## src/rtl/ram_arbiter.sv

```systemverilog
// Two-port round-robin arbiter/sequencer sharing one ram_control word bridge.
// Latency: grant at cycle 0, start at cycle 1, done at 1+N gives ack at 2+N.
// Backpressure: requests are held until ack; one transaction in flight, the loser waits in IDLE.
module ram_arbiter #(
    parameter int ADDR_WIDTH = 32,
    parameter int DATA_WIDTH = 32,
    parameter int TIMEOUT    = 15,
    parameter int TO_WIDTH   = 4
) (
    input  logic                  clk,
    input  logic                  reset_n,
    input  logic                  p0_rd_req,
    input  logic                  p0_wr_req,
    input  logic [ADDR_WIDTH-1:0] p0_addr,
    input  logic [DATA_WIDTH-1:0] p0_wr_data,
    output logic                  p0_ack,
    output logic                  p0_err,
    output logic [DATA_WIDTH-1:0] p0_rd_data,
    input  logic                  p1_rd_req,
    input  logic                  p1_wr_req,
    input  logic [ADDR_WIDTH-1:0] p1_addr,
    input  logic [DATA_WIDTH-1:0] p1_wr_data,
    output logic                  p1_ack,
    output logic                  p1_err,
    output logic [DATA_WIDTH-1:0] p1_rd_data,
    output logic                  ram_wr_start,
    output logic                  ram_rd_start,
    output logic [ADDR_WIDTH-1:0] ram_wr_addr_base,
    output logic [ADDR_WIDTH-1:0] ram_rd_addr_base,
    output logic [DATA_WIDTH-1:0] ram_wr_data_in,
    input  logic                  ram_wr_done,
    input  logic                  ram_rd_done,
    input  logic [DATA_WIDTH-1:0] ram_rd_data_out,
    output logic                  busy
);

    typedef enum logic [1:0] {
        IDLE  = 2'd0,
        ISSUE = 2'd1,
        WAIT  = 2'd2,
        RESP  = 2'd3
    } state_t;

    state_t                state;
    state_t                state_nxt;

    logic                  rr_ptr;      // port that wins the next tie
    logic                  owner;       // port of the transaction in flight
    logic                  op_wr;       // 1 = write, 0 = read
    logic                  timed_out;
    logic [TO_WIDTH-1:0]   to_cnt;
    logic [ADDR_WIDTH-1:0] addr_q;
    logic [DATA_WIDTH-1:0] wdata_q;
    logic [DATA_WIDTH-1:0] p0_rd_q;
    logic [DATA_WIDTH-1:0] p1_rd_q;

    logic                  req0;
    logic                  req1;
    logic                  any_req;
    logic                  grant_port;
    logic                  grant_wr;
    logic                  done_match;
    logic                  to_hit;

    // Arbitration and completion decode
    always_comb begin
        req0       = p0_rd_req | p0_wr_req;
        req1       = p1_rd_req | p1_wr_req;
        any_req    = req0 | req1;
        // A tie goes to rr_ptr; otherwise whoever is asking (port 1 if only it asks)
        grant_port = (req0 && req1) ? rr_ptr : req1;
        // Write wins over a simultaneous read from the same port
        grant_wr   = grant_port ? p1_wr_req : p0_wr_req;
        // A done for the other op type is ignored
        done_match = op_wr ? ram_wr_done : ram_rd_done;
        // Counter holds the number of WAIT cycles already spent
        to_hit     = (to_cnt == TO_WIDTH'(TIMEOUT - 1));
    end

    // State register
    always_ff @(posedge clk or negedge reset_n) begin
        if (!reset_n) begin
            state <= IDLE;
        end else begin
            state <= state_nxt;
        end
    end

    // Next-state and per-state strobes
    always_comb begin
        state_nxt    = state;
        ram_wr_start = 1'b0;
        ram_rd_start = 1'b0;
        p0_ack       = 1'b0;
        p1_ack       = 1'b0;
        p0_err       = 1'b0;
        p1_err       = 1'b0;
        busy         = 1'b0;
        case (state)
            IDLE: begin
                if (any_req) begin
                    state_nxt = ISSUE;
                end
            end
            ISSUE: begin
                busy         = 1'b1;
                ram_wr_start = op_wr;
                ram_rd_start = !op_wr;
                state_nxt    = WAIT;
            end
            WAIT: begin
                busy = 1'b1;
                if (done_match || to_hit) begin
                    state_nxt = RESP;
                end
            end
            RESP: begin
                busy      = 1'b1;
                p0_ack    = !owner;
                p1_ack    = owner;
                p0_err    = !owner && timed_out;
                p1_err    = owner && timed_out;
                state_nxt = IDLE;
            end
            default: state_nxt = IDLE;
        endcase
    end

    // Transaction latch, round-robin pointer, timeout counter and read-data capture
    always_ff @(posedge clk or negedge reset_n) begin
        if (!reset_n) begin
            rr_ptr    <= 1'b0;
            owner     <= 1'b0;
            op_wr     <= 1'b0;
            timed_out <= 1'b0;
            to_cnt    <= '0;
            addr_q    <= '0;
            wdata_q   <= '0;
            p0_rd_q   <= '0;
            p1_rd_q   <= '0;
        end else begin
            case (state)
                IDLE: begin
                    if (any_req) begin
                        owner     <= grant_port;
                        rr_ptr    <= !grant_port;
                        op_wr     <= grant_wr;
                        addr_q    <= grant_port ? p1_addr : p0_addr;
                        wdata_q   <= grant_port ? p1_wr_data : p0_wr_data;
                        to_cnt    <= '0;
                        timed_out <= 1'b0;
                    end
                end
                WAIT: begin
                    to_cnt <= to_cnt + TO_WIDTH'(1);
                    if (done_match) begin
                        // A done on the timeout edge still counts as success
                        timed_out <= 1'b0;
                        if (!op_wr) begin
                            if (owner) begin
                                p1_rd_q <= ram_rd_data_out;
                            end else begin
                                p0_rd_q <= ram_rd_data_out;
                            end
                        end
                    end else if (to_hit) begin
                        timed_out <= 1'b1;
                    end
                end
                default: begin
                end
            endcase
        end
    end

    // Latched values stay on the RAM side until the next grant
    assign ram_wr_addr_base = addr_q;
    assign ram_rd_addr_base = addr_q;
    assign ram_wr_data_in   = wdata_q;
    assign p0_rd_data       = p0_rd_q;
    assign p1_rd_data       = p1_rd_q;

endmodule

```

## config.mk

```make
export PLATFORM = sky130hd
export DESIGN_NAME = ram_arbiter
export DESIGN_NICKNAME = d
export VERILOG_FILES = /design/src/rtl/ram_arbiter.sv
export SDC_FILE = /design/constraint.sdc
export NUM_CORES = 1
export LEC_CHECK = 0
export BUFFER_PORTS_ARGS = -buffer_cell sky130_fd_sc_hd__buf_2
export CAP_MARGIN = 40
export CELL_PAD_IN_SITES_DETAIL_PLACEMENT = 1
export CELL_PAD_IN_SITES_GLOBAL_PLACEMENT = 1
export CORE_MARGIN = 3
export CORE_UTILIZATION = 28
export CTS_BUF_LIST = sky130_fd_sc_hd__clkbuf_4
export DETAILED_ROUTE_END_ITERATION = 12
export GPL_TIMING_DRIVEN = 0
export PLACE_DENSITY_LB_ADDON = 0.2
export SLEW_MARGIN = 20
export SYNTH_ARGS = -nofsm -noshare
export SYNTH_HDL_FRONTEND = slang
export SYNTH_SLANG_ARGS = --single-unit
```

## constraint.sdc

```tcl
create_clock -name clk -period 1.85 [get_ports clk]
set_clock_uncertainty 0.15 [all_clocks]
set_input_delay 0.37 -clock clk [delete_from_list [all_inputs] [get_ports clk]]
set_output_delay 0.37 -clock clk [all_outputs]
set_load 0.01 [all_outputs]
```

=== Word-level counts from Yosys, hierarchy flattened ===
Index checks and enable logic that the tools add are counted.

* Flip-flop bits (word level): 138
* Input bits: 168
* Output and inout bits: 167
* Logic and storage cells: 60

* Add/sub/neg operators: 1
* Equality and inequality tests: 7
* Mux-type cells: 21
* Bitwise operators: 5
* Reduce and logical (&&, ||, !) cells: 16

{| class="wikitable"
|+ Operators with widths
! operator !! number
|-
| two-way mux 32 bit || 2
|-
| two-way mux 1 bit || 13
|-
| one-hot mux 2 bit (4 select lines) || 1
|-
| one-hot mux 4 bit (2 select lines) || 1
|-
| AND reduction 4 bit || 2
|-
| AND reduction 2 bit || 3
|-
| adder 4 x 1 -> 4 bit (second input constant) || 1
|-
| == test 2 bit (second input constant) || 2
|-
| == test 4 bit (second input constant) || 1
|-
| two-way mux 2 bit || 2
|-
| two-way mux 4 bit || 1
|-
| inequality test 2 bit (second input constant) || 2
|-
| logical AND 1 bit || 3
|-
| logical NOT 1 bit || 3
|-
| inequality test 3 bit (second input constant) || 1
|-
| bitwise OR 1 bit || 3
|-
| AND reduction 3 bit || 1
|-
| OR reduction 3 bit || 1
|-
| == test 2 x 1 -> 1 bit (second input constant) || 1
|-
| logical NOT 2 bit || 1
|-
| inverter 1 bit || 2
|-
| one-hot mux 1 bit (2 select lines) || 1
|-
| nonzero test 2 bit || 1
|-
| logical OR 1 bit || 1
|}

=== Depth between registers and ports, before layout ===
* Depth in word-level cells: 4
* Depth in mapped cells: 8
* Depth with buffers taken out: 5

=== Worst setup path after synthesis ===
Ideal clock, no wire load.

* Kind: register -> register
* From: register state[0]
* To: register op_wr
* Library setup time: 0.127 ns
* Data arrival time: 1.653 ns
* Required time: 1.573 ns
* Slack: -0.080 ns
* Stages on the path, launching flop included: 9
* Buffers on the path: 3
* Period minus slack after synthesis: 1.930 ns
* Cell sequence: dfrtp_1 -> inv_1 -> ha_1 -> clkbuf_8 -> inv_1 -> nor3_2 -> buf_4 -> buf_4 -> a221o_2

* Word-level cells in the longest chain between the ends: 2

{| class="wikitable"
|+ RTL lines
! element !! line !! source
|-
| start, declared || 44 || <nowiki>state_t state;</nowiki>
|-
| start signal, assigned || 85 || <nowiki>state <= state_nxt;</nowiki>
|-
| logical NOT 2 bit || 142 || <nowiki>case (state)</nowiki>
|-
| AND reduction 2 bit (no source line) || n/a ||
|-
| end signal, assigned || 147 || <nowiki>op_wr <= grant_wr;</nowiki>
|-
| end, declared || 49 || <nowiki>logic op_wr;</nowiki>
|}

Every way passes these cells.
A chain may end at the register's enable or synchronous reset.

=== Final worst setup path ===
Ends and elaborated chain as after synthesis.

==> results.txt <==
The run finished, with violations left. The final reports fail on setup timing. The most frequent standard cell in the layout excluding fill and tap cells is sky130_fd_sc_hd__buf_2. The routed length on met2 came out at 14700 µm. The number of nets in the layout came out at 1166.

The number of flip-flops and latches in the synthesized netlist is 138. The cell sitting at the root of the clock tree is a sky130_fd_sc_hd__clkbuf_4. The initial core utilization is 28.9%. Total power for the finished layout comes to 17.1 mW. By area the synthesized netlist is led by sky130_fd_sc_hd__dfrtp_1 (56%), sky130_fd_sc_hd__mux2_2 (11%), sky130_fd_sc_hd__a221o_1 (8.6%). The count of unique library cells instantiated by Yosys came out at 37.

The library cells used most frequently in the layout, excluding fill and tap cells, are sky130_fd_sc_hd__buf_2 (318), sky130_fd_sc_hd__dlygate4sd3_1 (162), sky130_fd_sc_hd__dfrtp_1 (134). The worst-skew pair later-pin latency is 0.53 ns. In this run the worst setup path terminates at op_wr.

The sequential-to-total area share from yosys stat is 56.0%. TritonCTS built the clock tree. At the worst endpoint, the required time is 2.11 ns.

The buffers plus inverters on the worst setup path is 4. The number of nets with antenna violations after detailed routing is 0. Once placement finished, the instance area stood at 0.00824 mm². The slowest stage of the critical path is the sky130_fd_sc_hd__dfrtp_2 cell. The number of rows created at floorplan is 53. The clock edge transition at the registers on the reported setup and hold paths is 0.12 ns.

The fraction of power consumed by combinational cells came out at 56.7%. For this design the ratio of total power to cell area is 1560 mW/mm². The core area came out at 0.0214 mm². The critical path is of the reg -> reg type.

The sequential cell area came out at 0.00346 mm². 335 I/O pins were placed. For this block, the routed nets add up to 26400 µm of wire. The per-instance average area after synthesis is 13.8 µm². Detailed placement finished with a half-perimeter wire length of 16800 µm.

The power share of the sequential group came out at 32.4%. Across all register-to-register paths, the minimum setup slack is -0.20 ns. The worst min-delay path category is in -> reg.

The maximum fanout count along the critical path came out at 8. The cell that appears most often on the critical path is sky130_fd_sc_hd__buf_6. The ratio of routed vias to standard cells came out at 4.73.

The post-detailed-route wirelength per cell came out at 20.6 µm. The number of buffers inserted by port buffering is 334. The synthesized area is 0.00616 mm².

The count of endpoints failing hold in the final timing report is 0. The share of the clock period used by the worst path came out at 111%. The cell taking the most area after synthesis is sky130_fd_sc_hd__dfrtp_1. The worst setup path is captured at a register. The delay of the slowest critical-path stage is 0.48 ns. The x dimension of the die is 154 µm.

The internal power consumption came out at 10.5 mW. The number of levels the H-tree was split into came out at 4. The worst register-to-register path ends at op_wr. The highest clock frequency the design can meet is 0.488 GHz. Net switching is 38.3% of the power. Synthesis produced a netlist whose cell count is 446.

The launch point of the worst path is state[0]. The detailed-route via count came out at 6061. The critical path goes through inv_2 -> ha_4 -> buf_6 -> o41ai_4 -> buf_6 -> buf_6 -> and2_2 -> a221o_2. The overflow left after global routing came out at 0. The die covers 0.0238 mm². The most used flip-flop cell after synthesis is sky130_fd_sc_hd__dfrtp_1. For this run, asynchronously set or reset flops after synthesis account for 100%. The final critical-path required period came out at 2.05 ns. STA classifies the critical path startpoint as a register. The switching component of the power is 6.53 mW.

The leakage dissipation is 5.49 nW. Hold timing on the final database bottoms out at a slack of 0.0762 ns. The count of endpoints failing setup in the final report came out at 135. The number of antenna violations at the first check in global routing is 3. The number of sinks driven by the clock tree is 138. The maximum clock path buffer count is 2.

In the routed design, unresolved DRC markers number 0. The number of pins with negative max-slew slack in the final report came to 0. For this run, the number of Yosys warnings is 0.

Max-cap violations in this run came to 0. In this run the critical register-to-register path is launched from state[0]. The first detailed-routing pass ran for 4 iterations. The routability congestion estimate is 0.871. The post-route standard cell area excluding fillers came out at 0.0109 mm².

The area used by multi-input combinational logic came out at 0.00244 mm². The net count of the mapped netlist came out at 621. The number of cells on the worst reg-to-reg path is 8. The setup slack after layout is -0.199 ns. The via count of the first global-routing pass came out at 7101.

The all-layer global routing usage came out at 21.8%. The length of routed met3 wiring is 1380 µm. The worst relative slew slack is 68.5%. The count of flip-flops with a built-in enable after synthesis is 0. The depth of the critical timing path with buffers and inverters included is 8. The number of violations reported at the end of detailed-routing iteration 0 came out at 217. The number of buffers created by CTS came out at 17. Grouping stages by cell kind, the critical path spends the most delay in buffers and inverters. At the pin with the least slew margin, the transition time is 0.470 ns.

IR analysis of the VDD net gives a maximum drop of 0.592 mV. The layout cell share with drive strength beyond 1 came out at 60.6%. The share of total power dissipated in the clock network is 10.9%. The signed area change from the synthesized netlist to the final layout came out at 77.6%.

In the final routing, the length of wire on met1 measures 9630 µm. The data arrival time at the worst-slack endpoint is 2.31 ns. The pin count of the biggest net entering global routing came out at 86. Setup repair after global routing could not meet its margin everywhere. Counting the fill cells in the layout gives 2326.

The vertical die dimension is 154 µm. The wire length of the first global-routing pass came out at 40600 µm. After detailed routing, no signal wire sits above met4. The share of synthesized area in the top cell type comes to 56.0%.
## cell families after synthesis
group | share of synthesized area [%]
fa+ha+maj | 1.42
flops | 56.0
mux | 12.2
compound gates | 13.2
buf+inv | 7.35
simple gates | 9.83
## routing by layer
layer / GRT usage, % / vias up
met5: 0 / -
met4: 6.73 / 0
met3: 4.81 / 41
met2: 41.9 / 249
met1: 23.7 / 3064
li1: - / 2707
## worst min-delay path by stage
stage                       start       endpoint  depth (start not counted)
floorplan                 reset_n          op_wr                          0
global placement    p0_rd_data[2]  p0_rd_data[2]                          1
detailed placement        reset_n  p1_rd_data[1]                          1
CTS                     p1_wr_req          op_wr                          2
global route            p1_wr_req          op_wr                          2
finish                  p1_wr_req          op_wr                          2
## power groups by stage
stage	Sequential, mW	Clock, mW	Combinational, mW
4_1_cts	5.47	1.96	9.24
3_3_place_gp	5.34	0	7.50
6_report	5.53	1.86	9.66
2_1_floorplan	5.95	0	3.94
5_1_grt	5.73	2.10	10.3
3_5_place_dp	5.43	0	7.71
## state kept, by name (all words and copies together), names as in the netlist
register,count
op_wr,1
owner,1
p0_rd_data,32
p1_rd_data,32
ram_rd_addr_base,32
ram_wr_data_in,32
rr_ptr,1
state,2
timed_out,1
to_cnt,4
## per-stage QoR
stage,setup TNS (ns),setup WS (ns),cells,utilization (%)
final,-16.23,-0.199,1282,51.3
after global routing,-26.24,-0.264,1282,51.3
after detailed placement,-34.58,-0.416,1056,38.6
after global placement,-265.93,-1.71,1055,38.4
after floorplan,0,0.0133,446,-
after CTS,-12.79,-0.215,1274,50.4
## area by class of cell
type | count | area share, %
antenna | 3 | 0.0686
buffer | 58 | 5.36
clock buffer | 17 | 1.17
clock inverter | 15 | 1.17
inverter | 4 | 0.183
multi-input combinational | 243 | 22.3
sequential | 138 | 31.6
tap | 275 | 3.14
timing repair buffer | 529 | 35.0
## cells in the mapped netlist (all sizes together), types with 2 or more instances
cell and n:
nand2 4, buf 53, dfrtp 138, nor2b 2
clkbuf 8, nor2 5, and3 2, a21o 3
a221o 67, mux2i 2, mux2 65, nor3 2
inv 4, and2 68, nand3 2, ha 7
## what timing repair did
action,CTS,global route
endpoints found under the hold margin,186,0
setup endpoints to repair,132,158
setup buffers,16,7
cloned,9,0
gates resized for setup,122,39
hold buffers,162,0
pin swaps,42,0
(Power assumes the default switching activity.)
